--- src/rtl/seg7_scan_if.sv ---
// Bus-side bundle for seg7_scan_driver: capture request, data/point/blank masks,
// and the segment/anode pins plus status flags.
interface seg7_scan_if #(
    parameter int DIGITS = 8
);
    logic                  load;
    logic [4*DIGITS-1:0]   hex_data;
    logic [DIGITS-1:0]     point;
    logic [DIGITS-1:0]     blank;
    logic                  pending_o;
    logic                  frame_o;
    logic [7:0]            seg_o;
    logic [DIGITS-1:0]     an_o;

    modport master (
        output load, hex_data, point, blank,
        input  pending_o, frame_o, seg_o, an_o
    );

    modport slave (
        input  load, hex_data, point, blank,
        output pending_o, frame_o, seg_o, an_o
    );
endinterface

--- src/rtl/seg7_scan_driver.sv ---
// Multiplexed common-anode 7-seg scanner with frame-boundary double buffering.
// Optional leading-zero suppression: define SEG7_LZ_SUPPRESS_EN.
module seg7_scan_driver #(
    parameter int DIGITS   = 8,
    parameter int SCAN_DIV = 1024
) (
    input  logic        clk,
    input  logic        rst,
    seg7_scan_if.slave  bus
);
    localparam int CW = (SCAN_DIV > 1) ? $clog2(SCAN_DIV) : 1;
    localparam int IW = (DIGITS > 1) ? $clog2(DIGITS) : 1;

    logic [CW-1:0]           cnt;
    logic [IW-1:0]           idx;
    logic                    pending;
    logic [DIGITS-1:0][3:0]  pend_data, sh_data;
    logic [DIGITS-1:0]       pend_point, pend_blank, sh_point, sh_blank;
    logic                    wrap_q;
    logic                    frame_q;
    logic [7:0]              seg_q;
    logic [DIGITS-1:0]       an_q;
    logic [DIGITS-1:0]       lz;
    logic                    last_cnt, boundary, dark;

    function automatic logic [6:0] glyph(input logic [3:0] h);
        case (h)
            4'h0: glyph = 7'b1000000;
            4'h1: glyph = 7'b1111001;
            4'h2: glyph = 7'b0100100;
            4'h3: glyph = 7'b0110000;
            4'h4: glyph = 7'b0011001;
            4'h5: glyph = 7'b0010010;
            4'h6: glyph = 7'b0000010;
            4'h7: glyph = 7'b1111000;
            4'h8: glyph = 7'b0000000;
            4'h9: glyph = 7'b0010000;
            4'hA: glyph = 7'b0001000;
            4'hB: glyph = 7'b0000011;
            4'hC: glyph = 7'b1000110;
            4'hD: glyph = 7'b0100001;
            4'hE: glyph = 7'b0000110;
            default: glyph = 7'b0001110;
        endcase
    endfunction

    assign last_cnt = (cnt == CW'(SCAN_DIV - 1));
    assign boundary = last_cnt && (idx == IW'(DIGITS - 1));

`ifdef SEG7_LZ_SUPPRESS_EN
    // Walk down from the top digit; the run of blanked zeros ends at the
    // first nonzero digit or lit point. Digit 0 always stays visible.
    logic lz_run;
    always_comb begin
        lz     = '0;
        lz_run = 1'b1;
        for (int k = DIGITS - 1; k >= 1; k--) begin
            if (sh_data[k] != 4'd0 || sh_point[k])
                lz_run = 1'b0;
            lz[k] = lz_run;
        end
    end
`else
    assign lz = '0;
`endif

    assign dark = sh_blank[idx] | lz[idx];

    always_ff @(posedge clk) begin
        if (rst) begin
            cnt        <= '0;
            idx        <= '0;
            pending    <= 1'b0;
            pend_data  <= '0;
            pend_point <= '0;
            pend_blank <= '0;
            sh_data    <= '0;
            sh_point   <= '0;
            sh_blank   <= '1;
            wrap_q     <= 1'b0;
            frame_q    <= 1'b0;
            seg_q      <= 8'hFF;
            an_q       <= '1;
        end else begin
            cnt <= last_cnt ? '0 : cnt + 1'b1;
            if (last_cnt)
                idx <= (idx == IW'(DIGITS - 1)) ? '0 : idx + 1'b1;

            // The extra stage lines frame_o up with digit 0's dead cycle on the pins.
            wrap_q  <= boundary;
            frame_q <= wrap_q;

            an_q  <= (cnt == '0) ? '1 : ~(DIGITS'(1) << idx);
            seg_q <= dark ? 8'hFF : {~sh_point[idx], glyph(sh_data[idx])};

            if (bus.load && boundary) begin
                sh_data  <= bus.hex_data;
                sh_point <= bus.point;
                sh_blank <= bus.blank;
                pending  <= 1'b0;
            end else if (bus.load) begin
                pend_data  <= bus.hex_data;
                pend_point <= bus.point;
                pend_blank <= bus.blank;
                pending    <= 1'b1;
            end else if (boundary && pending) begin
                sh_data  <= pend_data;
                sh_point <= pend_point;
                sh_blank <= pend_blank;
                pending  <= 1'b0;
            end
        end
    end

    assign bus.pending_o = pending;
    assign bus.frame_o   = frame_q;
    assign bus.seg_o     = seg_q;
    assign bus.an_o      = an_q;
endmodule

--- src/flat_wrapper.sv ---
// flat-port wrapper written by rule: the top's interface ports become plain ports
module seg7_scan_driver_flat 
#(
    parameter int DIGITS   = 8,
    parameter int SCAN_DIV = 1024
)
  (clk, rst, bus_load, bus_hex_data, bus_point, bus_blank, bus_pending_o, bus_frame_o, bus_seg_o, bus_an_o);
  seg7_scan_if #(.DIGITS(DIGITS)) bus_i ();
  input  logic clk;
  input  logic rst;
  input wire logic [$bits(bus_i.load)-1:0] bus_load;
  input wire logic [$bits(bus_i.hex_data)-1:0] bus_hex_data;
  input wire logic [$bits(bus_i.point)-1:0] bus_point;
  input wire logic [$bits(bus_i.blank)-1:0] bus_blank;
  output wire logic [$bits(bus_i.pending_o)-1:0] bus_pending_o;
  output wire logic [$bits(bus_i.frame_o)-1:0] bus_frame_o;
  output wire logic [$bits(bus_i.seg_o)-1:0] bus_seg_o;
  output wire logic [$bits(bus_i.an_o)-1:0] bus_an_o;
  assign bus_i.load = bus_load;
  assign bus_i.hex_data = bus_hex_data;
  assign bus_i.point = bus_point;
  assign bus_i.blank = bus_blank;
  assign bus_pending_o = bus_i.pending_o;
  assign bus_frame_o = bus_i.frame_o;
  assign bus_seg_o = bus_i.seg_o;
  assign bus_an_o = bus_i.an_o;
  seg7_scan_driver #(.DIGITS(DIGITS), .SCAN_DIV(SCAN_DIV)) u_core (.clk(clk), .rst(rst), .bus(bus_i));
endmodule
--- config.mk ---
export PLATFORM = sky130hd
export DESIGN_NAME = seg7_scan_driver_flat
export DESIGN_NICKNAME = d
export VERILOG_FILES = /design/src/rtl/seg7_scan_if.sv /design/src/rtl/seg7_scan_driver.sv /design/src/flat_wrapper.sv
export SDC_FILE = /design/constraint.sdc
export NUM_CORES = 1
export LEC_CHECK = 0
export CORE_MARGIN = 5
export CORE_UTILIZATION = 55
export CTS_CLUSTER_DIAMETER = 120
export DETAILED_ROUTE_END_ITERATION = 10
export PLACE_DENSITY_LB_ADDON = 0.05
export SETUP_SLACK_MARGIN = 0.4
export SLEW_MARGIN = 30
export SYNTH_ARGS = -nofsm -noshare
export SYNTH_HDL_FRONTEND = slang
export SYNTH_SLANG_ARGS = --single-unit
--- constraint.sdc ---
create_clock -name clk -period 3.35 [get_ports clk]
set_input_delay 0.5025 -clock clk [delete_from_list [all_inputs] [get_ports clk]]
set_output_delay 0.5025 -clock clk [all_outputs]
set_load 0.02 [all_outputs]
After elaboration in Yosys (flattened, before gate mapping)
Memories as Yosys holds them, arrays and structs flattened. A register that Yosys moved wholly into a read port is not among the register bits.
Index checks and enable logic that the tools add are counted.
- register bits: 128
- latch bits: 0
- RAM bits: 0
- bits in read-only memories: 120
- bits of input ports: 51
- output and inout port bits: 18
- word-level logic and storage cells: 73
- memories: 2
- add/subtract/negate cells: 2
- $mul: 0
- div/mod/pow operators: 0
- $lt $le $gt $ge: 1
- eq/ne operators: 3
- shift-type cells: 1
- mux-type cells: 21
- bitwise logic cells: 4
- reduce and logical (&&, ||, !) cells: 12
- memory list (memory ; depth ; width ; rd ports ; clocked after memory_dff ; wr ports ; line ; source):
    (name not given) ; 16 ; 7 ; 1 ; 1 ; 0 ; seg7_scan_driver.sv:27 ; case (h)
    (name not given) ; 8 ; 1 ; 1 ; 1 ; 0 ; seg7_scan_driver.sv:67 ; assign dark = sh_blank[idx] | lz[idx];
- operator list (cell ; count):
    two-way mux 32 bit ; 3
    two-way mux 8 bit ; 6
    binary-select mux 4 bit (select 3 bit) ; 1
    adder 10 x 1 -> 10 bit, second input constant ; 1
    equality test 10 bit, second input constant ; 1
    logical NOT 10 bit ; 1
    two-way mux 3 bit ; 3
    NOT 8 bit ; 1
    OR reduction 2 bit ; 4
    left shift 1 x 3 -> 8 bit, first input constant ; 1
    binary-select mux 1 bit (select 3 bit) ; 2
    two-way mux 1 bit ; 5
    < comparator 3 x 4 -> 1 bit, second input constant ; 1
    two-way mux 4 bit ; 1
    AND reduction 2 bit ; 2
    nonzero test 2 bit ; 2
    adder 3 x 1 -> 3 bit, second input constant ; 1
    equality test 3 bit, second input constant ; 1
    logical AND 1 bit ; 3
    inequality test 2 x 1 -> 1 bit, second input constant ; 1
    NOT 1 bit ; 2
    bitwise OR 1 bit ; 1

Longest topological paths before layout
Gate-level depths: netlist of the first run.
- depth in word-level cells: 6
- gate-level depth with buffers: 10
- depth with buffers taken out: 8

Least setup slack after synthesis of the first run
Ideal clock, no wire load.
- path type: register to register
- start: register u_core.idx[0]
- end: register u_core.seg_q[3] (netlist: u_core.bus.seg_o[3])
- library setup time: 141 ps
- data arrival time: 2241 ps
- required time: 3209 ps
- path slack: 968 ps
- stages on the path, launching flop included: 10
- path buffers: 2
- clock period less this slack: 2382 ps
- cells stage by stage: dfxtp_1 buf_6 buf_12 mux4_2 o21ai_0 inv_1 ha_1 nor3_1 a211oi_1 o21ai_0
- longest elaborated chain between the ends: 4
- elaborated cells between the ends (all ways): 6
- classes of those cells: 4 x mux; 1 x bitwise; 1 x reduce/logical
- ends and longest elaborated chain (element ; line ; source):
    from (decl) ; seg7_scan_driver.sv:15 ; logic [IW-1:0] idx;
    from (signal assigned) ; seg7_scan_driver.sv:87 ; idx <= (idx == IW'(DIGITS - 1)) ? '0 : idx + 1'b1;
    binary-select mux 1 bit (select 3 bit) ; seg7_scan_driver.sv:67 ;
    two-way mux 1 bit (implied by the code) ; seg7_scan_driver.sv:67 ;
    bitwise OR 1 bit ; seg7_scan_driver.sv:67 ;
    OR reduction 2 bit (no source line) ; -- ;
    to (decl) ; seg7_scan_driver.sv:21 ; logic [7:0] seg_q;
Several ways; a longest one is shown, not always the timed one. The select of a mux whose other input is x is not followed.
A chain may end at the register's enable or synchronous reset.

Worst setup path after layout of the first run
- start: register u_core.idx[1]
- end: register u_core.sh_data[11] (netlist name)
- longest elaborated chain between the ends: 5
- elaborated cells between the ends (all ways): 8
- classes of those cells: 2 x eq/ne; 1 x mux; 5 x reduce/logical
- ends and longest elaborated chain (element ; line ; source):
    equality test 3 bit (*) ; seg7_scan_driver.sv:48 ; assign boundary = last_cnt && (idx == IW'(DIGITS - 1));
    logical AND 1 bit (*) ; seg7_scan_driver.sv:48 ;
    logical AND 1 bit, on equally long branches ; seg7_scan_driver.sv:96, seg7_scan_driver.sv:106 ;
    inequality test 2 x 1 -> 1 bit (no source line) or nonzero test 2 bit (tied branches) ; -- ;
    AND reduction 2 bit (no source line) ; -- ;
    to (signal assigned) ; seg7_scan_driver.sv:97 ; sh_data <= bus.hex_data;
    to (signal assigned) ; seg7_scan_driver.sv:107 ; sh_data <= pend_data;
    to (decl) ; seg7_scan_driver.sv:17 ; logic [DIGITS-1:0][3:0] pend_data, sh_data;
Mark *: on every way between the ends. The rest lies on a longest branch, timed or not.

==> impl_table.tex, run 1 <==
\begin{tabular}{lr}
\hline
Metric & Value \\
\hline
\multicolumn{2}{l}{\textbf{Synthesis}} \\
\quad Mean Syn Cell Area & 8.84 um2 \\
\quad Parity-gate share of the synthesized area counting xor and xnor cells & 0.967\% \\
\quad Number of warning messages in the yosys log & 0 \\
\quad Compound-Gate Fraction of Synth Area & 20.5\% \\
\quad Cell Area, Synth & 0.00544 mm2 \\
\quad Main combinational cell family by area after synthesis & compound AO/OA/AOI/OAI gates \\
\quad Synth Instances & 615 \\
\quad Distinct cells, synth & 47 \\
\quad Area share of fa/ha/maj cells after synthesis & 2.99\% \\
\quad Net count after synthesis & 679 \\
\quad Fraction of the yosys area taken by sequential cells & 47.1\% \\
\quad Fraction of synthesized area in multiplexers & 6.19\% \\
\quad Simple-gate share of the synthesized area & 14.4\% \\
\quad Synthesis-stage register bit count & 128 \\
\multicolumn{2}{l}{\textbf{Clocking}} \\
\quad Count of clock tree sinks & 128 \\
\quad Clock latency on the worst-skew pair & 510 ps \\
\quad Clock transition time at the flip-flop clock pins of the worst setup and hold paths & 50 ps \\
\quad Maximum number of buffers from clock root to sink & 2 \\
\quad TritonCTS buffer count & 17 \\
\quad Post-CTS Setup Repair Bufs & 0 \\
\quad H-tree levels & 4 \\
\quad Number of gates resized after CTS & 0 \\
\quad Cts-stage hold buffer count & 0 \\
\quad Library cell used as clock root buffer & clkbuf\_8 \\
\quad CTS tree & yes \\
\multicolumn{2}{l}{\textbf{Floorplan}} \\
\quad Row count & 36 \\
\quad Die area & 0.0120 mm2 \\
\quad Initial core utilization & 56.1\% \\
\quad Count of boundary I/O pins & 69 \\
\quad DIE WIDTH & 109 um \\
\quad Area of the core & 0.00968 mm2 \\
\quad Height of the die & 109 um \\
\multicolumn{2}{l}{\textbf{Drt}} \\
\quad Per-cell routed wire length & 15.6 um \\
\quad Detailed-route vias per instance & 5.60 \\
\quad Detailed Routing Iterations Pass 1 & 4 \\
\quad Remaining design rule violation count & 0 \\
\quad Remaining antenna violation count & 0 \\
\quad Final wirelength & 12.7 mm \\
\quad Count of routing violations after the opening detailed-route iteration & 240 \\
\quad Via total after detailed routing & 4,549 \\
\multicolumn{2}{l}{\textbf{Setup path}} \\
\quad Cell Chain, Critical Path & ha\_1 -> ha\_1 -> nand4\_4 -> or2\_1 -> nand2b\_1 -> buf\_4 -> o21ai\_0 \\
\quad Nature of the critical path startpoint & register \\
\quad Crit path DAT & 3060 ps \\
\quad Crit path top cell by count & ha\_1 \\
\quad Category of the most critical setup path & register to register \\
\quad Standard cell with the maximum stage delay on the critical path & dfxtp\_1 \\
\quad Required arrival time at the worst endpoint & 3720 ps \\
\quad Family of cells with the greatest summed delay on the critical path & simple AND/OR/NAND/NOR gates \\
\quad Largest incremental delay on the critical path & 580 ps \\
\quad Endpoint class of the critical path & register \\
\quad Total buffers and inverters traversed by the critical path & 1 \\
\quad Biggest fanout along the worst timing path & 40 \\
\multicolumn{2}{l}{\textbf{Power and ir drop}} \\
\quad Total design power & 3360 uW \\
\quad Combinational share of power & 5.6\% \\
\quad Clock group share of total power & 47.3\% \\
\quad Sequential fraction of design power & 47.0\% \\
\quad Power per Cell Area & 504 mW/mm2 \\
\quad Pint & 2620 uW \\
\quad Highest ir drop seen on vdd & 0.315 mV \\
\quad Net switching power & 740 uW \\
\quad Lkg Pwr & 0.00238 uW \\
\quad Net switching fraction of the power & 22.0\% \\
\multicolumn{2}{l}{\textbf{Final layout}} \\
\quad Most frequent cells in the layout & 128 x dfxtp\_1, 113 x nand2\_1, 67 x clkdlybuf4s50\_1, 62 x a21oi\_1, 52 x inv\_1 \\
\quad Layout Cell Area excl Fill & 0.00668 mm2 \\
\quad Final core utilization & 69.0\% \\
\quad Layout cells sized above 1 & 8.54\% \\
\quad Final antenna diode count & 0 \\
\quad Layout area overhead & 22.9\% \\
\quad Most common cell after layout, fill and taps aside & dfxtp\_1 \\
\quad Nets@finish & 731 \\
\multicolumn{2}{l}{\textbf{Timing}} \\
\quad Final critical path time including I/O delays and setup & 2680 ps \\
\quad Worst-case headroom to the max-slew limit & 42.5\% \\
\quad Clk\_skew & 6.49 ps \\
\quad Count of pins over their slew limit & 0 \\
\quad Final setup violating endpoints & 0 \\
\quad Aggregate negative setup slack & 0 ps \\
\quad Final Hold Fails & 0 \\
\quad Worst-margin pin slew & 863 ps \\
\quad Setup repair after global routing missed its margin & false \\
\quad Final WS setup & 666 ps \\
\quad Max Clock Freq & 0.373 GHz \\
\quad Ratio of final minimum period to clock period & 80.1\% \\
\multicolumn{2}{l}{\textbf{Place}} \\
\quad RePlAce Congestion & 0.831 \\
\quad Instance area at placement & 0.00616 mm2 \\
\quad Dpl hpwl & 8.21 mm \\
\quad Port Buffer Count & 68 \\
\quad Post-placement setup slack & 709 ps \\
\multicolumn{2}{l}{\textbf{Status}} \\
\quad Result of the run & completed \\
\multicolumn{2}{l}{\textbf{Global routing}} \\
\quad First-pass GRT wire length & 20.9 mm \\
\quad Number of antenna violations at the first check in global routing & 0 \\
\quad Number of global-route vias before repair & 4,397 \\
\quad Maximum number of pins on one net before global-route repair & 41 \\
\quad GRT overflow & 0 \\
\quad Global-route total usage across every layer & 22.4\% \\
\multicolumn{2}{l}{\textbf{Min path}} \\
\quad Tightest Hold Check Type & register to register \\
\multicolumn{2}{l}{\textbf{Flow run}} \\
\quad Max Cap Viol & 0 \\
\hline
\end{tabular}
logic make-up (layout without fill, tap and decap cells):
| kind of cell | after synthesis | count (layout) |
|---|---|---|
| XOR/XNOR | 6 | 6 |
| AO/OA/AOI/OAI | 173 | 173 |
| flip-flops | 128 | 128 |
| AND/OR/NAND/NOR | 181 | 181 |
| adder cells (fa/ha/maj) | 13 | 13 |
| buffers and inverters | 96 | 160 |
| multiplexers | 18 | 18 |
worst reg2reg max path: stages (launching register included):
cell and delay [ps]:
dfxtp_1 580, ha_1 260, ha_1 350, nand4_4 200, or2_1 460, nand2b_1 160
buf_4 350, o21ai_0 170
power by group through the flow:
stage	Sequential, uW	Combinational (uW)	Clock [uW]
detailed placement	1610	190	0
global placement	1610	186	0
global route	1580	210	1700
finish	1580	190	1590
CTS	1580	192	1610
floorplan	1610	90.6	0
per-layer routing:
layer / track usage [%] / wire length, um
met3: 6.40 / 718
met1: 29.1 / 5640
met2: 35.6 / 6080
met4: 8.10 / 216
met5: 0 / 0
path summary, 6_finish.rpt:
check	start	to	slack, ps	cells after the start
max	u_core.idx[1]$_SDFFE_PP0N_	u_core.sh_data[11]$_SDFFE_PP0P_	670	7
min	u_core.wrap_q$_SDFF_PP0_	u_core.bus.frame_o$_SDFF_PP0_	440	1
max reg2reg	u_core.idx[1]$_SDFFE_PP0N_	u_core.sh_data[11]$_SDFFE_PP0P_	670	7
min reg2reg	u_core.wrap_q$_SDFF_PP0_	u_core.bus.frame_o$_SDFF_PP0_	440	1
per-stage QoR:
step,hold slack [ps],std cells
6_report,441,812
5_1_grt,457,812
4_1_cts,450,812
3_5_place_dp,436,781
3_3_place_gp,430,781
2_1_floorplan,414,615
state kept, by name, indices dropped and copies added, names as in the netlist, 8 cells and up:
| signal | flops |
|---|---|
| u_core.pend_point | 8 |
| u_core.pend_data | 32 |
| u_core.sh_point | 8 |
| u_core.bus.an_o | 8 |
| u_core.pend_blank | 8 |
| u_core.cnt | 10 |
| u_core.sh_data | 32 |
| u_core.sh_blank | 8 |
| u_core.bus.seg_o | 8 |
area by class of cell:
cell class / instances / area, um2
Sequential cell: 128 / 2560
Timing Repair Buffer: 77 / 768
Clock buffer: 25 / 484
Clock inverter: 6 / 32.5
Inverter: 52 / 195
Tap cell: 133 / 166
Fill cell: 788 / 3000
Multi-Input combinational cell: 391 / 2470
cell usage after synthesis (all sizes together):
master / count / share of area (%)
and2: 3 / 0.35
nand4: 3 / 0.62
a22o: 1 / 0.16
or2: 2 / 0.23
and3: 2 / 0.23
mux4: 10 / 4.4
inv: 52 / 3.6
ha: 13 / 3.0
nand3: 5 / 0.46
a211oi: 5 / 0.92
and4: 2 / 0.32
xnor2: 1 / 0.16
nor2: 33 / 2.3
nand3b: 1 / 0.14
xor2: 5 / 0.81
a31oi: 2 / 0.23
mux2: 3 / 0.62
dfxtp: 128 / 47
nor3: 8 / 0.92
mux2i: 5 / 1.2
o22ai: 1 / 0.23
o21ai: 46 / 4.2
o31ai: 9 / 1.3
nor2b: 2 / 0.23
o221ai: 44 / 7.2
nand2: 113 / 7.8
nand2b: 3 / 0.35
buf: 27 / 3.0
o211ai: 1 / 0.14
a21oi: 64 / 6.0
nor4b: 1 / 0.16
or3: 3 / 0.35
clkbuf: 17 / 1.2
(Power assumes the default switching activity.)
==> inputs of run 2 (changes only) <==
clock period = 2.5 ns   (was 3.35 ns; I/O delays follow)
==> run 2 against run 1 <==
Non-clock buffer count grew 27. Clock skew is 0.91 ps higher. Global-route usage up 1.2 points. Cell count increased by 3.4%. Worst setup slack worse by 200 ps. Clock power grew 55%. Core utilization is 4.3 points higher.
==> impl_table.tex, run 2 (synthesis results as in run 1) <==
\begin{tabular}{lr}
\hline
Metric & Value \\
\hline
\multicolumn{2}{l}{\textbf{Drt}} \\
\quad Via total after detailed routing & 4,782 (+5.1\%) \\
\quad Remaining design rule violation count & 0 (unchanged) \\
\quad Per-cell routed wire length & 16.4 um (+5.3\%) \\
\quad Remaining antenna violation count & 0 (unchanged) \\
\quad Count of routing violations after the opening detailed-route iteration & 335 (+40\%) \\
\quad Detailed Routing Iterations Pass 1 & 7 (+3) \\
\quad Final wirelength & 13.8 mm (+8.9\%) \\
\quad Detailed-route vias per instance & 5.69 (+1.6\%) \\
\multicolumn{2}{l}{\textbf{Clocking}} \\
\quad TritonCTS buffer count & 17 (unchanged) \\
\quad H-tree levels & 4 (unchanged) \\
\quad CTS tree & yes \\
\quad Maximum number of buffers from clock root to sink & 2 (unchanged) \\
\quad Clock latency on the worst-skew pair & 520 ps (about the same) \\
\quad Clock transition time at the flip-flop clock pins of the worst setup and hold paths & 50 ps (about the same) \\
\quad Count of clock tree sinks & 128 (unchanged) \\
\quad Library cell used as clock root buffer & clkbuf\_8 \\
\multicolumn{2}{l}{\textbf{Setup path}} \\
\quad Cell Chain, Critical Path & mux4\_2 -> nand2\_1 -> o21ai\_4 -> buf\_4 -> ha\_1 -> nor3\_2 -> a21oi\_1 -> o211ai\_1 \\
\quad Levels on crit path & 8 (+1) \\
\quad R2R depth & 8 (+1) \\
\quad Endpoint class of the critical path & register \\
\quad Family of cells with the greatest summed delay on the critical path & multiplexers \\
\quad Critical Path Start & u\_core.idx[0]\$\_SDFFE\_PP0N\_ \\
\quad Biggest fanout along the worst timing path & 8 (-80\%) \\
\quad Category of the most critical setup path & register to register \\
\quad Crit path DAT & 2480 ps (-580 ps) \\
\quad Critical Path Sink & u\_core.bus.seg\_o[4]\$\_SDFF\_PP1\_ \\
\quad Setup slack of the worst register-to-register path & 460 ps (-200 ps) \\
\quad Total buffers and inverters traversed by the critical path & 1 (unchanged) \\
\quad Largest incremental delay on the critical path & 530 ps (-50 ps) \\
\quad Required arrival time at the worst endpoint & 2940 ps (-780 ps) \\
\quad Reg-to-reg startpoint & u\_core.idx[0]\$\_SDFFE\_PP0N\_ \\
\quad Standard cell with the maximum stage delay on the critical path & mux4\_2 \\
\quad R2R Path End & u\_core.bus.seg\_o[4]\$\_SDFF\_PP1\_ \\
\quad Nature of the critical path startpoint & register \\
\multicolumn{2}{l}{\textbf{Final layout}} \\
\quad Number of inserted filler cells in the final layout & 691 (-12\%) \\
\quad Nets@finish & 759 (+3.8\%) \\
\quad Most common cell after layout, fill and taps aside & dfxtp\_1 \\
\quad Final antenna diode count & 0 (unchanged) \\
\quad Layout cells sized above 1 & 15.0\% (+6.5 points) \\
\quad Number of cells in the finished layout apart from fillers & 840 (+3.4\%) \\
\quad Most frequent cells in the layout & 125 x dfxtp\_1, 113 x nand2\_1, 67 x clkdlybuf4s50\_1, 61 x a21oi\_1, 50 x inv\_1 \\
\quad Layout area overhead & 30.6\% \\
\quad Final core utilization & 73.3\% (+4.3 points) \\
\quad Largest registers in the final layout & u\_core.pend\_data x32, u\_core.sh\_data x32, u\_core.cnt x10 \\
\multicolumn{2}{l}{\textbf{Flow run}} \\
\quad Max Cap Viol & 0 (unchanged) \\
\multicolumn{2}{l}{\textbf{Min path}} \\
\quad Tightest Hold Check Type & input port to register \\
\multicolumn{2}{l}{\textbf{Timing}} \\
\quad Final WS setup & 462 ps (-204 ps) \\
\quad Count of pins over their slew limit & 0 (unchanged) \\
\quad Clk\_skew & 7.40 ps (+0.908 ps) \\
\quad Aggregate negative setup slack & 0 ps (unchanged) \\
\quad Worst-margin pin slew & 447 ps (-416 ps) \\
\quad Final setup violating endpoints & 0 (unchanged) \\
\quad Final critical path time including I/O delays and setup & 2040 ps (-646 ps) \\
\quad Worst-case headroom to the max-slew limit & 70.2\% (+28 points) \\
\quad Setup repair after global routing missed its margin & true \\
\quad Max Clock Freq & 0.491 GHz (+32\%) \\
\quad Final Hold Fails & 0 (unchanged) \\
\quad Ratio of final minimum period to clock period & 81.5\% (+1.4 points) \\
\multicolumn{2}{l}{\textbf{Power and ir drop}} \\
\quad Clock group share of total power & 50.7\% (+3.4 points) \\
\quad Total design power & 4850 uW (+44\%) \\
\quad Net switching power & 1040 uW (+40\%) \\
\quad Power per Cell Area & 683 mW/mm2 (+36\%) \\
\quad Highest ir drop seen on vdd & 0.425 mV (+35\%) \\
\quad Combinational share of power & 5.6\% (about the same) \\
\quad Sequential fraction of design power & 43.7\% (-3.3 points) \\
\quad Net switching fraction of the power & 21.4\% (-0.57 points) \\
\quad Pint & 3810 uW (+45\%) \\
\quad Lkg Pwr & 0.00257 uW (+7.8\%) \\
\multicolumn{2}{l}{\textbf{Global routing}} \\
\quad Global-route total usage across every layer & 23.6\% (+1.2 points) \\
\quad Number of global-route vias before repair & 4,542 (+3.3\%) \\
\quad GRT overflow & 0 (unchanged) \\
\quad First-pass GRT wire length & 22.2 mm (+6.0\%) \\
\quad Maximum number of pins on one net before global-route repair & 36 (-12\%) \\
\quad Met2 demand-to-capacity share in global routing & 38.9\% (+3.4 points) \\
\quad Number of antenna violations at the first check in global routing & 0 (unchanged) \\
\quad GR Util met3 & 5.05\% (-1.4 points) \\
\quad Most Used Layer, Global Route & met2 \\
\quad Global routing met1 resource utilization & 30.6\% (+1.4 points) \\
\multicolumn{2}{l}{\textbf{Place}} \\
\quad Number of instances in the placed design & 794 (+1.7\%) \\
\quad Dpl hpwl & 8.68 mm (+5.6\%) \\
\quad RePlAce Congestion & 0.904 (+8.7\%) \\
\quad Post-placement setup slack & 182 ps (-527 ps) \\
\quad Port Buffer Count & 68 (unchanged) \\
\multicolumn{2}{l}{\textbf{Floorplan}} \\
\quad Row count & 36 (unchanged) \\
\quad Height of the die & 109 um (unchanged) \\
\quad Initial core utilization & 56.1\% (unchanged) \\
\quad DIE WIDTH & 109 um (unchanged) \\
\quad Die area & 0.0120 mm2 (unchanged) \\
\quad Area of the core & 0.00968 mm2 (unchanged) \\
\quad Count of boundary I/O pins & 69 (unchanged) \\
\multicolumn{2}{l}{\textbf{Status}} \\
\quad Result of the run & completed \\
\hline
\end{tabular}
## run 2: changes by cell type in the layout (fill, tap and decap cells not counted), moves of 3 or more
cell	change
ha_2	+4
buf_4	+22
dfxtp_1	-3
clkinv_2	-3
bufinv_16	+3
ha_1	-5
## run 2: final cells by class
| class | instances | area [um2] | share of cell area, % |
|---|---|---|---|
| clock inverters | 9 | 133 | 1.87 |
| repair buffers | 104 | 1020 | 14.4 |
| well taps | 133 | 166 | 2.34 |
| multi-input cells | 392 | 2550 | 35.9 |
| clock buffers | 22 | 463 | 6.52 |
| inverters | 52 | 195 | 2.75 |
| flip-flops and latches | 128 | 2570 | 36.2 |
## run 2: layer usage
| layer | part of all wire, % | vias up |
|---|---|---|
| met1 | 43 | 2293 |
| met5 | 0 | - |
| met3 | 6.3 | 15 |
| li1 | - | 2300 |
| met4 | 0.99 | 0 |
| met2 | 50 | 174 |
## run 2: through the flow
step	hold WS, ps	cell area (um2)
floorplan	414	5450
global placement	422	6270
detailed placement	437	6270
CTS	270	6930
global route	277	7100
finish	283	7100
## run 2: power by group through the flow
stage	sequential (uW)	combinational, uW	clock (uW)
after floorplan	2160	121	0
after global placement	2160	255	0
after detailed placement	2160	262	0
after CTS	2120	267	2480
after global routing	2120	298	2600
final	2120	273	2460
## run 2: worst min path at each step
stage	start	to	slack (ps)	cells past startpoint
finish	rst	u_core.idx[0]$_SDFFE_PP0N_	280	2
global route	rst	u_core.cnt[4]$_SDFF_PP0_	280	2
CTS	rst	u_core.cnt[4]$_SDFF_PP0_	270	2
detailed placement	u_core.wrap_q$_SDFF_PP0_	u_core.bus.frame_o$_SDFF_PP0_	440	1
global placement	u_core.wrap_q$_SDFF_PP0_	u_core.bus.frame_o$_SDFF_PP0_	420	1
floorplan	u_core.wrap_q$_SDFF_PP0_	u_core.bus.frame_o$_SDFF_PP0_	410	1
## run 2: repair_timing
item | in CTS | in global routing
resized for setup | 7 | 19
hold buffers | 0 | 0
buffers inserted | 4 | 9
gates cloned | 0 | 2
pin swaps | 1 | 6
setup endpoints to repair | 56 | 59
